$ cat src/rtl/chunk_fifo_if.sv
// Chunk stream bundle: write side (val..data/ready) and FWFT read side (o_*).
// The FIFO takes the slave view; an upstream/downstream agent takes the master view.
interface chunk_fifo_if #(
   parameter int DW = 256
) ();
   logic          val;
   logic          sop;
   logic          eop;
   logic [5:0]    vbc;
   logic [DW-1:0] data;
   logic          ready;

   logic          o_val;
   logic          o_sop;
   logic          o_eop;
   logic [5:0]    o_vbc;
   logic [DW-1:0] o_data;
   logic          o_ready;

   modport slave (
      input  val, sop, eop, vbc, data, o_ready,
      output ready, o_val, o_sop, o_eop, o_vbc, o_data
   );

   modport master (
      output val, sop, eop, vbc, data, o_ready,
      input  ready, o_val, o_sop, o_eop, o_vbc, o_data
   );
endinterface

$ cat src/rtl/chunk_fifo.sv
// First-word-fall-through chunk FIFO with packet framing check on the write side.
// Badly framed or badly sized chunks are dropped and flagged with a one-cycle err pulse.
module chunk_fifo #(
   parameter int DEPTH = 8,
   parameter int DW    = 256
) (
   input  logic        clk,
   input  logic        reset,
   chunk_fifo_if.slave bus,
   output logic        idle,
   output logic        err,
   output logic [15:0] pkt_cnt
);
   localparam int AW = $clog2(DEPTH);
   localparam logic [AW:0] FULL_CNT = DEPTH[AW:0];

   typedef enum logic {S_IDLE, S_IN_PKT} state_t;

   typedef struct packed {
      logic          sop;
      logic          eop;
      logic [5:0]    vbc;
      logic [DW-1:0] data;
   } entry_t;

   entry_t        mem_q [DEPTH];
   entry_t        head;
   entry_t        wr_entry;
   logic [AW-1:0] wr_ptr_q, wr_ptr_d;
   logic [AW-1:0] rd_ptr_q, rd_ptr_d;
   logic [AW:0]   count_q, count_d;
   state_t        state_q, state_d;
   logic          err_q, err_d;
   logic [15:0]   pkt_cnt_q, pkt_cnt_d;
   logic          ready, not_empty;
   logic          accept, bad_vbc, bad_frame, push, pop;

   // Everything observable downstream depends on registered state only.
   assign ready     = (count_q < FULL_CNT);
   assign not_empty = (count_q != '0);
   assign head      = mem_q[rd_ptr_q];

   assign bus.ready  = ready;
   assign bus.o_val  = not_empty;
   assign bus.o_sop  = head.sop & not_empty;
   assign bus.o_eop  = head.eop & not_empty;
   assign bus.o_vbc  = head.vbc & {6{not_empty}};
   assign bus.o_data = head.data & {DW{not_empty}};

   assign idle    = ~not_empty & (state_q == S_IDLE);
   assign err     = err_q;
   assign pkt_cnt = pkt_cnt_q;

   always_comb begin
      accept    = bus.val & ready;
      bad_vbc   = (bus.vbc == 6'd0) | (bus.vbc > 6'd32) | ((bus.vbc < 6'd32) & ~bus.eop);
      bad_frame = (state_q == S_IDLE) ? ~bus.sop : bus.sop;
      push      = accept & ~bad_vbc & ~bad_frame;
      pop       = not_empty & bus.o_ready;

      wr_entry.sop  = bus.sop;
      wr_entry.eop  = bus.eop;
      wr_entry.vbc  = bus.vbc;
      wr_entry.data = bus.data;
   end

   // Framing FSM advances only on accepted writes; any error drops back to IDLE.
   always_comb begin
      state_d = state_q;
      err_d   = 1'b0;
      if (accept) begin
         if (bad_vbc | bad_frame) begin
            state_d = S_IDLE;
            err_d   = 1'b1;
         end else begin
            state_d = bus.eop ? S_IDLE : S_IN_PKT;
         end
      end
   end

   always_comb begin
      wr_ptr_d  = wr_ptr_q + AW'(push);
      rd_ptr_d  = rd_ptr_q + AW'(pop);
      count_d   = count_q + (AW+1)'(push) - (AW+1)'(pop);
      pkt_cnt_d = pkt_cnt_q;
      if (pop && head.eop && (pkt_cnt_q != 16'hFFFF)) begin
         pkt_cnt_d = pkt_cnt_q + 16'd1;
      end
   end

   always_ff @(posedge clk) begin
      if (reset) begin
         wr_ptr_q  <= '0;
         rd_ptr_q  <= '0;
         count_q   <= '0;
         state_q   <= S_IDLE;
         err_q     <= 1'b0;
         pkt_cnt_q <= '0;
      end else begin
         wr_ptr_q  <= wr_ptr_d;
         rd_ptr_q  <= rd_ptr_d;
         count_q   <= count_d;
         state_q   <= state_d;
         err_q     <= err_d;
         pkt_cnt_q <= pkt_cnt_d;
      end
   end

   always_ff @(posedge clk) begin
      if (push && !reset) begin
         mem_q[wr_ptr_q] <= wr_entry;
      end
   end
endmodule

$ cat src/flat_wrapper.sv
// flat-port wrapper written by rule: the top's interface ports become plain ports
module chunk_fifo_flat 
#(
   parameter int DEPTH = 8,
   parameter int DW    = 256
)
  (clk, reset, idle, err, pkt_cnt, bus_val, bus_sop, bus_eop, bus_vbc, bus_data, bus_o_ready, bus_ready, bus_o_val, bus_o_sop, bus_o_eop, bus_o_vbc, bus_o_data);
  chunk_fifo_if #(.DW(DW)) bus_i ();
  input  logic clk;
  input  logic reset;
  output logic idle;
  output logic err;
  output logic [15:0] pkt_cnt;
  input wire logic [$bits(bus_i.val)-1:0] bus_val;
  input wire logic [$bits(bus_i.sop)-1:0] bus_sop;
  input wire logic [$bits(bus_i.eop)-1:0] bus_eop;
  input wire logic [$bits(bus_i.vbc)-1:0] bus_vbc;
  input wire logic [$bits(bus_i.data)-1:0] bus_data;
  input wire logic [$bits(bus_i.o_ready)-1:0] bus_o_ready;
  output wire logic [$bits(bus_i.ready)-1:0] bus_ready;
  output wire logic [$bits(bus_i.o_val)-1:0] bus_o_val;
  output wire logic [$bits(bus_i.o_sop)-1:0] bus_o_sop;
  output wire logic [$bits(bus_i.o_eop)-1:0] bus_o_eop;
  output wire logic [$bits(bus_i.o_vbc)-1:0] bus_o_vbc;
  output wire logic [$bits(bus_i.o_data)-1:0] bus_o_data;
  assign bus_i.val = bus_val;
  assign bus_i.sop = bus_sop;
  assign bus_i.eop = bus_eop;
  assign bus_i.vbc = bus_vbc;
  assign bus_i.data = bus_data;
  assign bus_i.o_ready = bus_o_ready;
  assign bus_ready = bus_i.ready;
  assign bus_o_val = bus_i.o_val;
  assign bus_o_sop = bus_i.o_sop;
  assign bus_o_eop = bus_i.o_eop;
  assign bus_o_vbc = bus_i.o_vbc;
  assign bus_o_data = bus_i.o_data;
  chunk_fifo #(.DEPTH(DEPTH), .DW(DW)) u_core (.clk(clk), .reset(reset), .bus(bus_i), .idle(idle), .err(err), .pkt_cnt(pkt_cnt));
endmodule
$ cat config.mk
export PLATFORM = sky130hd
export DESIGN_NAME = chunk_fifo_flat
export DESIGN_NICKNAME = d
export VERILOG_FILES = /design/src/rtl/chunk_fifo_if.sv /design/src/rtl/chunk_fifo.sv /design/src/flat_wrapper.sv
export SDC_FILE = /design/constraint.sdc
export NUM_CORES = 2
export LEC_CHECK = 0
export ABC_AREA = 0
export CAP_MARGIN = 5
export CORE_UTILIZATION = 40
export DETAILED_ROUTE_END_ITERATION = 12
export HOLD_SLACK_MARGIN = 0.06
export PLACE_DENSITY = 0.63
export SLEW_MARGIN = 20
export SYNTH_ARGS = -nofsm -noshare
export SYNTH_HDL_FRONTEND = slang
export SYNTH_SLANG_ARGS = --single-unit
$ cat constraint.sdc
create_clock -name clk -period 38.9 [get_ports clk]
set_input_delay 11.67 -clock clk [delete_from_list [all_inputs] [get_ports clk]]
set_output_delay 11.67 -clock clk [all_outputs]
set_load 0.02 [all_outputs]
==> results.json <==
{
  "first_iter_violations": 2520,
  "dp_cells": 6607,
  "fp-row-count": 164,
  "nets": 4449,
  "clkLatencyLatePin_ns": 0.86,
  "slew_violations": 0,
  "ctsResizeCount": 0,
  "grt_max_degree": 116,
  "layout_commonest_cell": "edfxtp_1",
  "grt_pass1_wl_um": 272000,
  "synth.avg_cell_area_um2": 23.1,
  "hpwlAfterDp_um": 102000,
  "die_y_um": 452,
  "max_freq_mhz": 53.4,
  "fin_crit_ns": 18.72,
  "power_density_nw_per_um2": 63.6,
  "final_cell_mix": "edfxtp_1 (2112), clkdlybuf4s50_1 (551), mux4_2 (528)",
  "route.detailed.drc": 0,
  "final_core_util_pct": 48.3,
  "cpPeakStageDelay_ns": 0.86,
  "path_clk_slew_ns": 0.06,
  "fill_cells": 16200,
  "min_path_type": "reg2reg",
  "crit_slowest_cell": "buf_4",
  "dr_total_vias": 37400,
  "crit_path_max_fanout": 47,
  "dpl_cell_area_um2": 89900,
  "die_x_um": 452,
  "dieArea_um2": 205000,
  "final.setup.tns_ns": 0,
  "ys_warn_count": 0,
  "crit_arrival_ns": 7.05,
  "seqPwrFrac_pct": 41.4,
  "area_growth_pct": 19.4,
  "p_total_mw": 6.17,
  "crit_type": "reg2out",
  "vdd_drop_max_uv": 43.4,
  "tightestPinTransition_ns": 1.34,
  "viasPerCell": 5.33,
  "dp_slack_ns": 20.66,
  "startpoint_type": "register",
  "dr.pass1.iters": 5,
  "synth_edf_count": 2112,
  "cts_hold_buf": 0,
  "relSlewSlack_pct": 10.6,
  "clockBufferDepth": 3,
  "setup_ws_ns": 20.18,
  "wl_per_cell_um": 26.6,
  "start_util_pct": 40.4,
  "final_hold_viol_count": 0,
  "p_sw_share_pct": 28.2,
  "period_share_pct": 48.1,
  "drv_cap": 0,
  "drt-total-wl_um": 187000,
  "synth_seq_area_share_pct": 78.9,
  "numCtsBuffers": 217,
  "grt_pass1_vias": 39600,
  "track_usage_pct": 18.2,
  "comb_power_share_pct": 25.7,
  "yosysUniqueCellTypes": 40,
  "root_buffer": "clkbuf_16",
  "setup_viol": 0,
  "cp_common_cell": "buf_4",
  "cts_sinks": 2140,
  "path_cells": "buf_4 -> buf_4 -> buf_4 -> buf_4 -> buf_4 -> mux4_2 -> mux2i_1 -> nor2_1 -> clkdlybuf4s50_1",
  "leakagePower_nw": 29.2,
  "intPower_mw": 4.43,
  "synth_ff_type": "edfxtp_1",
  "worstSetupEndpointType": "output pin",
  "synth_cells": 3515,
  "skew_ns": 0.0237,
  "antenna_found_initial": 39,
  "overflow": 0,
  "crit_required_ns": 27.23,
  "finalInstanceArea_um2": 96900,
  "synth_area_um2": 81100,
  "instances_no_fill": 7026,
  "route.antenna.remaining_nets": 0,
  "core_um2": 201000,
  "cts_setup_buffers": 0,
  "p_sw_mw": 1.74,
  "gp_congestion": 0.748,
  "syn-num-nets": 3794,
  "ys_seq_elements": 2140,
  "rsz0062_at_grt": "false",
  "io_buffer_count": 551,
  "cts_tree": "done",
  "drive_above_1_share_pct": 21.0,
  "hold_slack_ns": 0.502,
  "io_pins": 552,
  "clkPwrFrac_pct": 32.9,
  "h-tree-depth": 4,
  "async_flop_share_pct": 0,
  "outcome": "completed"
}
cell usage after synthesis, types with 7 or more instances:
library cell  number  area (um2)
edfxtp_1        2112       63400
mux4_2           528       11900
nor2_1           288        1080
mux2i_1          264        2640
clkbuf_1          89         334
buf_2             65         325
dfxtp_1           28         561
buf_1             26        97.6
a21oi_1           13        65.1
ha_1              10         125
inv_1             10        37.5
nand2_1            9        33.8
nor2b_1            7        43.8
o21ai_0            7        35.0
or3_1              7        43.8
sequential cells by signal (all words and copies together) (netlist names):
signal           flops
u_core.wr_ptr_q      3
u_core.mem_q      2112
u_core.pkt_cnt      16
u_core.err           1
u_core.state_q       1
u_core.rd_ptr_q      3
u_core.count_q       4
kinds of logic after synthesis:
family,count (synthesis),share of synthesized area [%]
fa+ha+maj,11,0.179
simple gates,339,1.71
flops,2140,78.9
mux,794,17.9
buf+inv,193,1.01
xor+xnor,7,0.0756
compound gates,31,0.234
power groups by stage:
stage          Combinational (mW)  Sequential, mW  Clock, mW
6_report                     1.58            2.56       2.03
5_1_grt                      1.68            2.56       2.16
4_1_cts                      1.63            2.56       2.08
3_5_place_dp                 1.62            2.60          0
3_3_place_gp                 1.62            2.60          0
2_1_floorplan               0.973            2.60          0
worst paths after layout:
kind | from | to | slack [ns] | cells after the start
min reg2reg | u_core.state_q | u_core.state_q | 0.50 | 2
min | u_core.state_q | u_core.state_q | 0.50 | 2
max reg2reg | u_core.state_q | u_core.mem_q[2][135] | 33.72 | 7
max | u_core.rd_ptr_q[0] | bus_o_data[197] | 20.18 | 9
metal layers:
layer	global-route usage, %	part of all wire, %	vias to the layer above
li1	-	-	16100
met1	23.2	41	20100
met2	31.0	51	912
met3	3.09	4.2	322
met4	7.40	3.5	16
met5	0	0.062	-
worst max-delay path, delay by kind of cell (launching register included):
family                 cells  cell delay, ns
buffers and inverters      6            4.33
DFF                        1            0.65
muxes                      2            0.87
and+or+nand+nor            1            0.12
final cells by class:
cell class,instances,area [um2],share of cell area [%]
diodes,14,35.0,0.0361
clock buffers,264,5630,5.81
clock inverters,141,1350,1.40
inverters,10,37.5,0.0387
multi-input cells,1182,16400,16.9
flip-flops and latches,2140,64000,66.0
well taps,2656,3320,3.43
repair buffers,619,6150,6.35
Note: power is estimated with default switching activity, not from simulation.
